==> config.mk <==
export PLATFORM = sky130hd
export DESIGN_NAME = axis_upsizer
export DESIGN_NICKNAME = d
export VERILOG_FILES = /design/src/rtl/axis_upsizer.sv
export SDC_FILE = /design/constraint.sdc
export NUM_CORES = 1
export LEC_CHECK = 0
export CORE_UTILIZATION = 58
export CTS_CLUSTER_DIAMETER = 80
export DETAILED_ROUTE_END_ITERATION = 7
export GPL_TIMING_DRIVEN = 0
export PLACE_DENSITY = 0.82
export REMOVE_ABC_BUFFERS = 1
export SYNTH_ARGS = -nofsm -noshare
export SYNTH_HDL_FRONTEND = slang
export SYNTH_SLANG_ARGS = --single-unit
==> constraint.sdc <==
create_clock -name aclk -period 2.75 [get_ports aclk]
set_input_delay 0.825 -clock aclk [delete_from_list [all_inputs] [get_ports aclk]]
set_output_delay 0.825 -clock aclk [all_outputs]
set_load 0.1 [all_outputs]
==> src/rtl/axis_upsizer.sv <==
// AXI-Stream width upsizer: packs RATIO narrow beats (first beat in the MSBs) into one word behind a DEPTH-entry FIFO.
// Optional macro AXIS_UPSIZER_TKEEP_EN adds the m_axis_tkeep port and per-entry lane mask storage.
module axis_upsizer #(
    parameter int IN_W  = 8,
    parameter int RATIO = 4,
    parameter int DEPTH = 4
) (
    input  logic                      aclk,
    input  logic                      aresetn,
    input  logic [IN_W-1:0]           s_axis_tdata,
    input  logic                      s_axis_tvalid,
    input  logic                      s_axis_tlast,
    output logic                      s_axis_tready,
    output logic [IN_W*RATIO-1:0]     m_axis_tdata,
`ifdef AXIS_UPSIZER_TKEEP_EN
    output logic [RATIO-1:0]          m_axis_tkeep,
`endif
    output logic                      m_axis_tvalid,
    output logic                      m_axis_tlast,
    input  logic                      m_axis_tready,
    output logic [$clog2(DEPTH):0]    fifo_level
);

    localparam int W  = IN_W * RATIO;
    localparam int CW = $clog2(RATIO);
    localparam int AW = $clog2(DEPTH);
    localparam int LW = AW + 1;

    if (IN_W < 1 || RATIO < 2 || DEPTH < 2 || (DEPTH & (DEPTH - 1)) != 0) begin : g_param_check
        $error("axis_upsizer: illegal IN_W/RATIO/DEPTH");
    end

    logic [CW-1:0]    cnt;
    logic [W-1:0]     word_q;
    logic [W-1:0]     word_merged;
    logic [RATIO-1:0] keep_new;
    logic             accept;
    logic             complete;
    logic             push;
    logic             pop;

    logic [W-1:0]     mem_data [DEPTH];
    logic             mem_last [DEPTH];
`ifdef AXIS_UPSIZER_TKEEP_EN
    logic [RATIO-1:0] mem_keep [DEPTH];
`endif
    logic [AW-1:0]    wr_ptr;
    logic [AW-1:0]    rd_ptr;

    // Ready depends only on registered occupancy, never on m_axis_tready.
    assign s_axis_tready = (fifo_level != LW'(DEPTH));
    assign accept        = s_axis_tvalid && s_axis_tready;
    assign complete      = accept && ((cnt == CW'(RATIO - 1)) || s_axis_tlast);
    assign push          = complete;
    assign pop           = m_axis_tvalid && m_axis_tready;

    always_comb begin
        word_merged = word_q;
        word_merged[W - 1 - int'(cnt) * IN_W -: IN_W] = s_axis_tdata;
        keep_new = ~({RATIO{1'b1}} >> (int'(cnt) + 1));
    end

    always_ff @(posedge aclk or negedge aresetn) begin
        if (!aresetn) begin
            cnt    <= '0;
            word_q <= '0;
        end else if (accept) begin
            if (complete) begin
                cnt    <= '0;
                word_q <= '0;
            end else begin
                cnt    <= cnt + 1'b1;
                word_q <= word_merged;
            end
        end
    end

    // Storage needs no reset: outputs are masked to zero whenever the FIFO is empty.
    always_ff @(posedge aclk) begin
        if (push) begin
            mem_data[wr_ptr] <= word_merged;
            mem_last[wr_ptr] <= s_axis_tlast;
`ifdef AXIS_UPSIZER_TKEEP_EN
            mem_keep[wr_ptr] <= keep_new;
`endif
        end
    end

    always_ff @(posedge aclk or negedge aresetn) begin
        if (!aresetn) begin
            wr_ptr     <= '0;
            rd_ptr     <= '0;
            fifo_level <= '0;
        end else begin
            if (push) wr_ptr <= wr_ptr + 1'b1;
            if (pop)  rd_ptr <= rd_ptr + 1'b1;
            case ({push, pop})
                2'b10:   fifo_level <= fifo_level + 1'b1;
                2'b01:   fifo_level <= fifo_level - 1'b1;
                default: fifo_level <= fifo_level;
            endcase
        end
    end

    assign m_axis_tvalid = (fifo_level != '0);
    assign m_axis_tdata  = m_axis_tvalid ? mem_data[rd_ptr] : '0;
    assign m_axis_tlast  = m_axis_tvalid ? mem_last[rd_ptr] : 1'b0;
`ifdef AXIS_UPSIZER_TKEEP_EN
    assign m_axis_tkeep  = m_axis_tvalid ? mem_keep[rd_ptr] : '0;
`else
    logic unused_keep;
    assign unused_keep = ^keep_new;
`endif

endmodule

# Word-level counts from Yosys, hierarchy flattened
# Memories as Yosys holds them, arrays and structs flattened.
# Index checks and enable logic that the tools add are counted.
op_classes:
  add_sub_neg: 7
  n_eq_ne: 4
  shifts: 2
  mux: 8
  n_reduce_logical: 6
ops:
  columns: ["operator", "count"]
  rows:
  - ["32-bit two-way mux", 2]
  - ["8-bit by 33-bit variable shift with 39-bit output (first input constant)", 1]
  - ["8-bit by 33-bit variable part select with 39-bit output", 1]
  - ["6-bit negation with 33-bit output", 1]
  - ["32-bit bitwise mux", 1]
  - ["2-bit by 1-bit adder with 2-bit output (second input constant)", 3]
  - ["3-bit one-hot mux with 2 select lines", 1]
  - ["5-bit by 5-bit subtractor with 6-bit output (first input constant)", 1]
  - ["2-bit == test (second input constant)", 2]
  - ["3-bit by 1-bit adder with 3-bit output (second input constant)", 1]
  - ["1-bit logical AND", 3]
  - ["1-bit two-way mux", 3]
  - ["3-bit != test (second input constant)", 1]
  - ["3-bit nonzero test", 1]
  - ["3-bit by 1-bit subtractor with 3-bit output (second input constant)", 1]
  - ["2-bit by 1-bit == test with 1-bit output (second input constant)", 1]
  - ["2-bit two-way mux", 1]
  - ["2-bit nonzero test", 1]
  - ["1-bit logical OR", 1]
word_totals:
  reg_bits: 41
  ramBits: 132
  output_inout_bits: 38
  wordCells: 34
  n_memories: 2
memory_table:
  columns: ["memory", "words", "width", "rd", "rd_ports_with_merged_regs", "wr", "line", "text"]
  rows:
  - ["mem_data", 4, 32, 1, 0, 1, "42", "logic [W-1:0] mem_data [DEPTH];"]
  - ["mem_last", 4, 1, 1, 0, 1, "43", "logic mem_last [DEPTH];"]

# Depth between registers and ports, before layout
logic_depth:
  word_depth: 5
  ltp_mapped: 12
  mapped_depth_nobuf: 10

# Worst setup path before layout
# OpenSTA, ideal clock, no wires.
synth_timing:
  path_kind: "register to output"
  from: "reg fifo_level[0]"
  to: "out m_axis_tdata[14]"
  arrival_ns: 3.260
  required_ns: 1.925
  setup_slack_ns: -1.335
  stages_incl_launch_ff: 5
  path_buffers: 2
  path_cell_list: "dfrtp_1 > or3_2 > clkbuf_1 > clkbuf_1 > and2_1"
synth_via:
  elab_chain_cells: 2
synth_rtl:
  columns: ["element", "line", "text"]
  rows:
  - ["start: declaration", "21", "output logic [$clog2(DEPTH):0] fifo_level"]
  - ["start signal: assignment", "98", "2'b10: fifo_level <= fifo_level + 1'b1;"]
  - ["start signal: assignment", "99", "2'b01: fifo_level <= fifo_level - 1'b1;"]
  - ["start signal: assignment", "100", "default: fifo_level <= fifo_level;"]
  - ["3-bit nonzero test", "105", "assign m_axis_tvalid = (fifo_level != '0);"]
  - ["net m_axis_tvalid", "18", "output logic m_axis_tvalid,"]
  - ["32-bit two-way mux", "106", "assign m_axis_tdata = m_axis_tvalid ? mem_data[rd_ptr] : '0;"]
  - ["end: declaration", "14", "output logic [IN_W*RATIO-1:0] m_axis_tdata,"]
# The timed path passes the listed nets, and every way through them passes these cells.

# Worst setup path in the final report
layout_timing:
  from: "reg rd_ptr[0]"
  to: "out m_axis_tdata[31]"
layout_via:
  elab_chain_cells: 2
layout_rtl:
  columns: ["element", "line", "text"]
  rows:
  - ["start: declaration", "48", "logic [AW-1:0] rd_ptr;"]
  - ["start signal: assignment", "96", "if (pop) rd_ptr <= rd_ptr + 1'b1;"]
  - ["memory read 4 x 32 bit", null, null]
  - ["32-bit two-way mux", "106", null]
# No other way between the ends.

==> out/results.tsv <==
metric	value	unit
CTS sink count	173	
core box area	0.0120	mm^2
initial antenna violation count	1	
grt ovf	0	
status	complete, but fails checks	
CTS Buf Count	17	
synthesized area	0.00716	mm^2
largest family of logic cells by synthesized area	multiplexers	
CTS Buffer Depth	2	
WS Path Type	flop to output port	
vias in the first global route	4259	
post-synthesis mux area share	11.0	%
std cell rows	40	
Starting Density	59.6	%
post-synthesis adder-cell area fraction	1.85	%
Yosys warnings	0	
largest net degree at the start of global routing	42	
RSZ-0062 raised after global routing	true	
clk slew on worst S/H paths	0.07	ns
dpl cells	618	
Finished Layout Cells	662	
Ports	51	
fin crit period	2.86	ns
failing checks	setup timing	
vias per cell	6.02	
Pre-antenna DRT Iters	4	
CTS root buffer	clkbuf_16	
count of state elements after synthesis	173	
fmax	350	MHz
max-slew violations	0	
Via Count	3987	
first-pass GRT wire length	22.9	mm
die height	113	um
hold-fix buffers at CTS	0	
syn avg cell area	16.1	um^2
post-synthesis cell type count	30	
Slew HR	22.7	%
HP Class	flop to flop	
Finished Core Util	74.2	%
TritonCTS clock tree	yes	
I/O Buffers	50	
Final ANT Viol Nets	0	
drt wl/cell	22.2	um
share of cells above drive strength 1	31.1	%
sequential area share after synthesis	69.7	%
DRT iter0 DRCs	258	
GRT Util Overall	24.6	%
Synth Area in XOR/XNOR	0.734	%
Die Wd	113	um
fin area	0.00892	mm^2
Area Growth Syn to Fin	24.5	%
CP max FO	6	
GP Congestion	0.798	
total wire length	14.7	mm
Worst EP arrival	2.04	ns
Setup Viol. Count Final	32	
fin crit share	104	%
max cap viols	0	
Hold Fails Final Rpt	0	
die area	0.0128	mm^2
DRC	0	
Syn Inst Count	445	
final worst slack	-0.111	ns
required arrival time at the worst endpoint	1.93	ns
hpwl dp	7.52	mm
Setup Skew	0.0145	ns
Clk Latency, worst-skew pair	0.43	ns
Setup crit start kind	flop	
DP Worst Slack	-0.768	ns
post-synthesis simple-gate area fraction	7.11	%
Synth Area in Compound Gates	5.68	%
Setup crit end kind	output port	
final layout net count	524	
Post-DP Area	0.00773	mm^2
actual slew at the worst max-slew pin	1.14	ns
H-tree Lvls	4	
flip-flops by register name, indices dropped and copies added (netlist names):
signal      count
word_q         32
cnt             2
mem_last        4
rd_ptr          2
wr_ptr          2
fifo_level      3
mem_data      128
final cells by class:
| cell class | count | area, um^2 |
|---|---|---|
| fillers | 699 | 3100 |
| inverters | 40 | 150 |
| clock inverters | 15 | 138 |
| flip-flops and latches | 173 | 5000 |
| diodes | 1 | 2.50 |
| clock buffers | 17 | 425 |
| multi-input cells | 207 | 2000 |
| well taps | 147 | 184 |
| repair buffers | 62 | 1020 |
path summary, 6_finish.rpt:
check / start / to / depth (start not counted) / slack (ns)
max: rd_ptr[0]$_DFFE_PN0N_ / m_axis_tdata[31] / 5 / -0.11
min: word_q[7]$_DFFE_PN0P_ / word_q[7]$_DFFE_PN0P_ / 2 / 0.51
max reg2reg: fifo_level[0]$_DFFE_PN0P_ / fifo_level[2]$_DFFE_PN0P_ / 9 / 0.19
min reg2reg: word_q[7]$_DFFE_PN0P_ / word_q[7]$_DFFE_PN0P_ / 2 / 0.51
max in group asynchronous: aresetn / rd_ptr[0]$_DFFE_PN0N_ / 1 / 1.54
min in group asynchronous: aresetn / wr_ptr[0]$_DFFE_PN0N_ / 1 / 0.54
cells in the final DEF, fill, tap and decap left out, drive strengths merged, types with 2 or more instances in the layout:
| cell type | instances |
|---|---|
| and2 | 39 |
| ha | 9 |
| o21ai | 24 |
| and3 | 3 |
| nand2 | 35 |
| xor2 | 3 |
| clkdlybuf4s50 | 10 |
| dfrtp | 41 |
| dlygate4sd2 | 4 |
| edfxtp | 132 |
| inv | 46 |
| xnor2 | 3 |
| and3b | 3 |
| clkinv | 6 |
| nor3b | 2 |
| clkbuf | 18 |
| mux4 | 33 |
| a22o | 24 |
| clkinvlp | 2 |
| o311ai | 3 |
| mux2i | 3 |
| buf | 47 |
| o22ai | 8 |
| nor2 | 10 |
stage by stage:
stage,TNS (ns),hold WS (ns)
after floorplan,-107.09,0.460
after global placement,-153.82,0.472
after detailed placement,-124.27,0.486
after CTS,-2.92,0.504
after global routing,-3.82,0.526
final,-2.57,0.506
critical path, stage by stage, from the launching register on:
cell and delay [ns]:
dfrtp_4 0.46, buf_6 0.15, buf_12 0.14, mux4_2 0.51, and2_4 0.18, buf_12 0.16
cell usage after synthesis (all sizes together):
master,instances,area (um^2)
edfxtp,132,3960
dfrtp,41,1030
inv,40,150
and2,39,250
nand2,35,131
mux4,33,743
a22o,24,210
o21ai,24,120
buf,14,91.3
clkbuf,11,42.5
nor2,10,37.5
ha,9,113
o22ai,8,50.1
and3,3,22.5
and3b,3,26.3
mux2i,3,30.0
o311ai,3,26.3
xnor2,3,26.3
xor2,3,26.3
nor3b,2,20.0
fa,1,20.0
mux2,1,15.0
nand3,1,5.00
or3,1,7.51
or3b,1,8.76
kinds of logic (layout without fill, tap and decap cells):
family,count (synthesis),after routing
AOI/OAI and AO/OA,59,59
other,0,1
and+or+nand+nor,95,95
muxes,37,37
xor gates and xnor gates,6,6
adders and majority gates,10,10
buffers and inverters,65,134
DFF,173,173
timing repair:
action,CTS,global route
cloned,3,1
setup endpoints to repair,172,35
pin swaps,3,1
gates resized for setup,262,96
setup buffers,7,0
metal layers:
metal	vias to the layer above	part of all wire, %	GRT usage [%]	wire length [um]
met5	-	0	0	0
met1	2067	41	31.8	6050
met2	143	53	42.0	7760
met4	0	1.3	9.47	184
met3	18	4.8	4.50	711
li1	1759	-	-	-
Power is not shown: default switching activity piles up to over one toggle a cycle in this logic, so the estimate is an artifact.
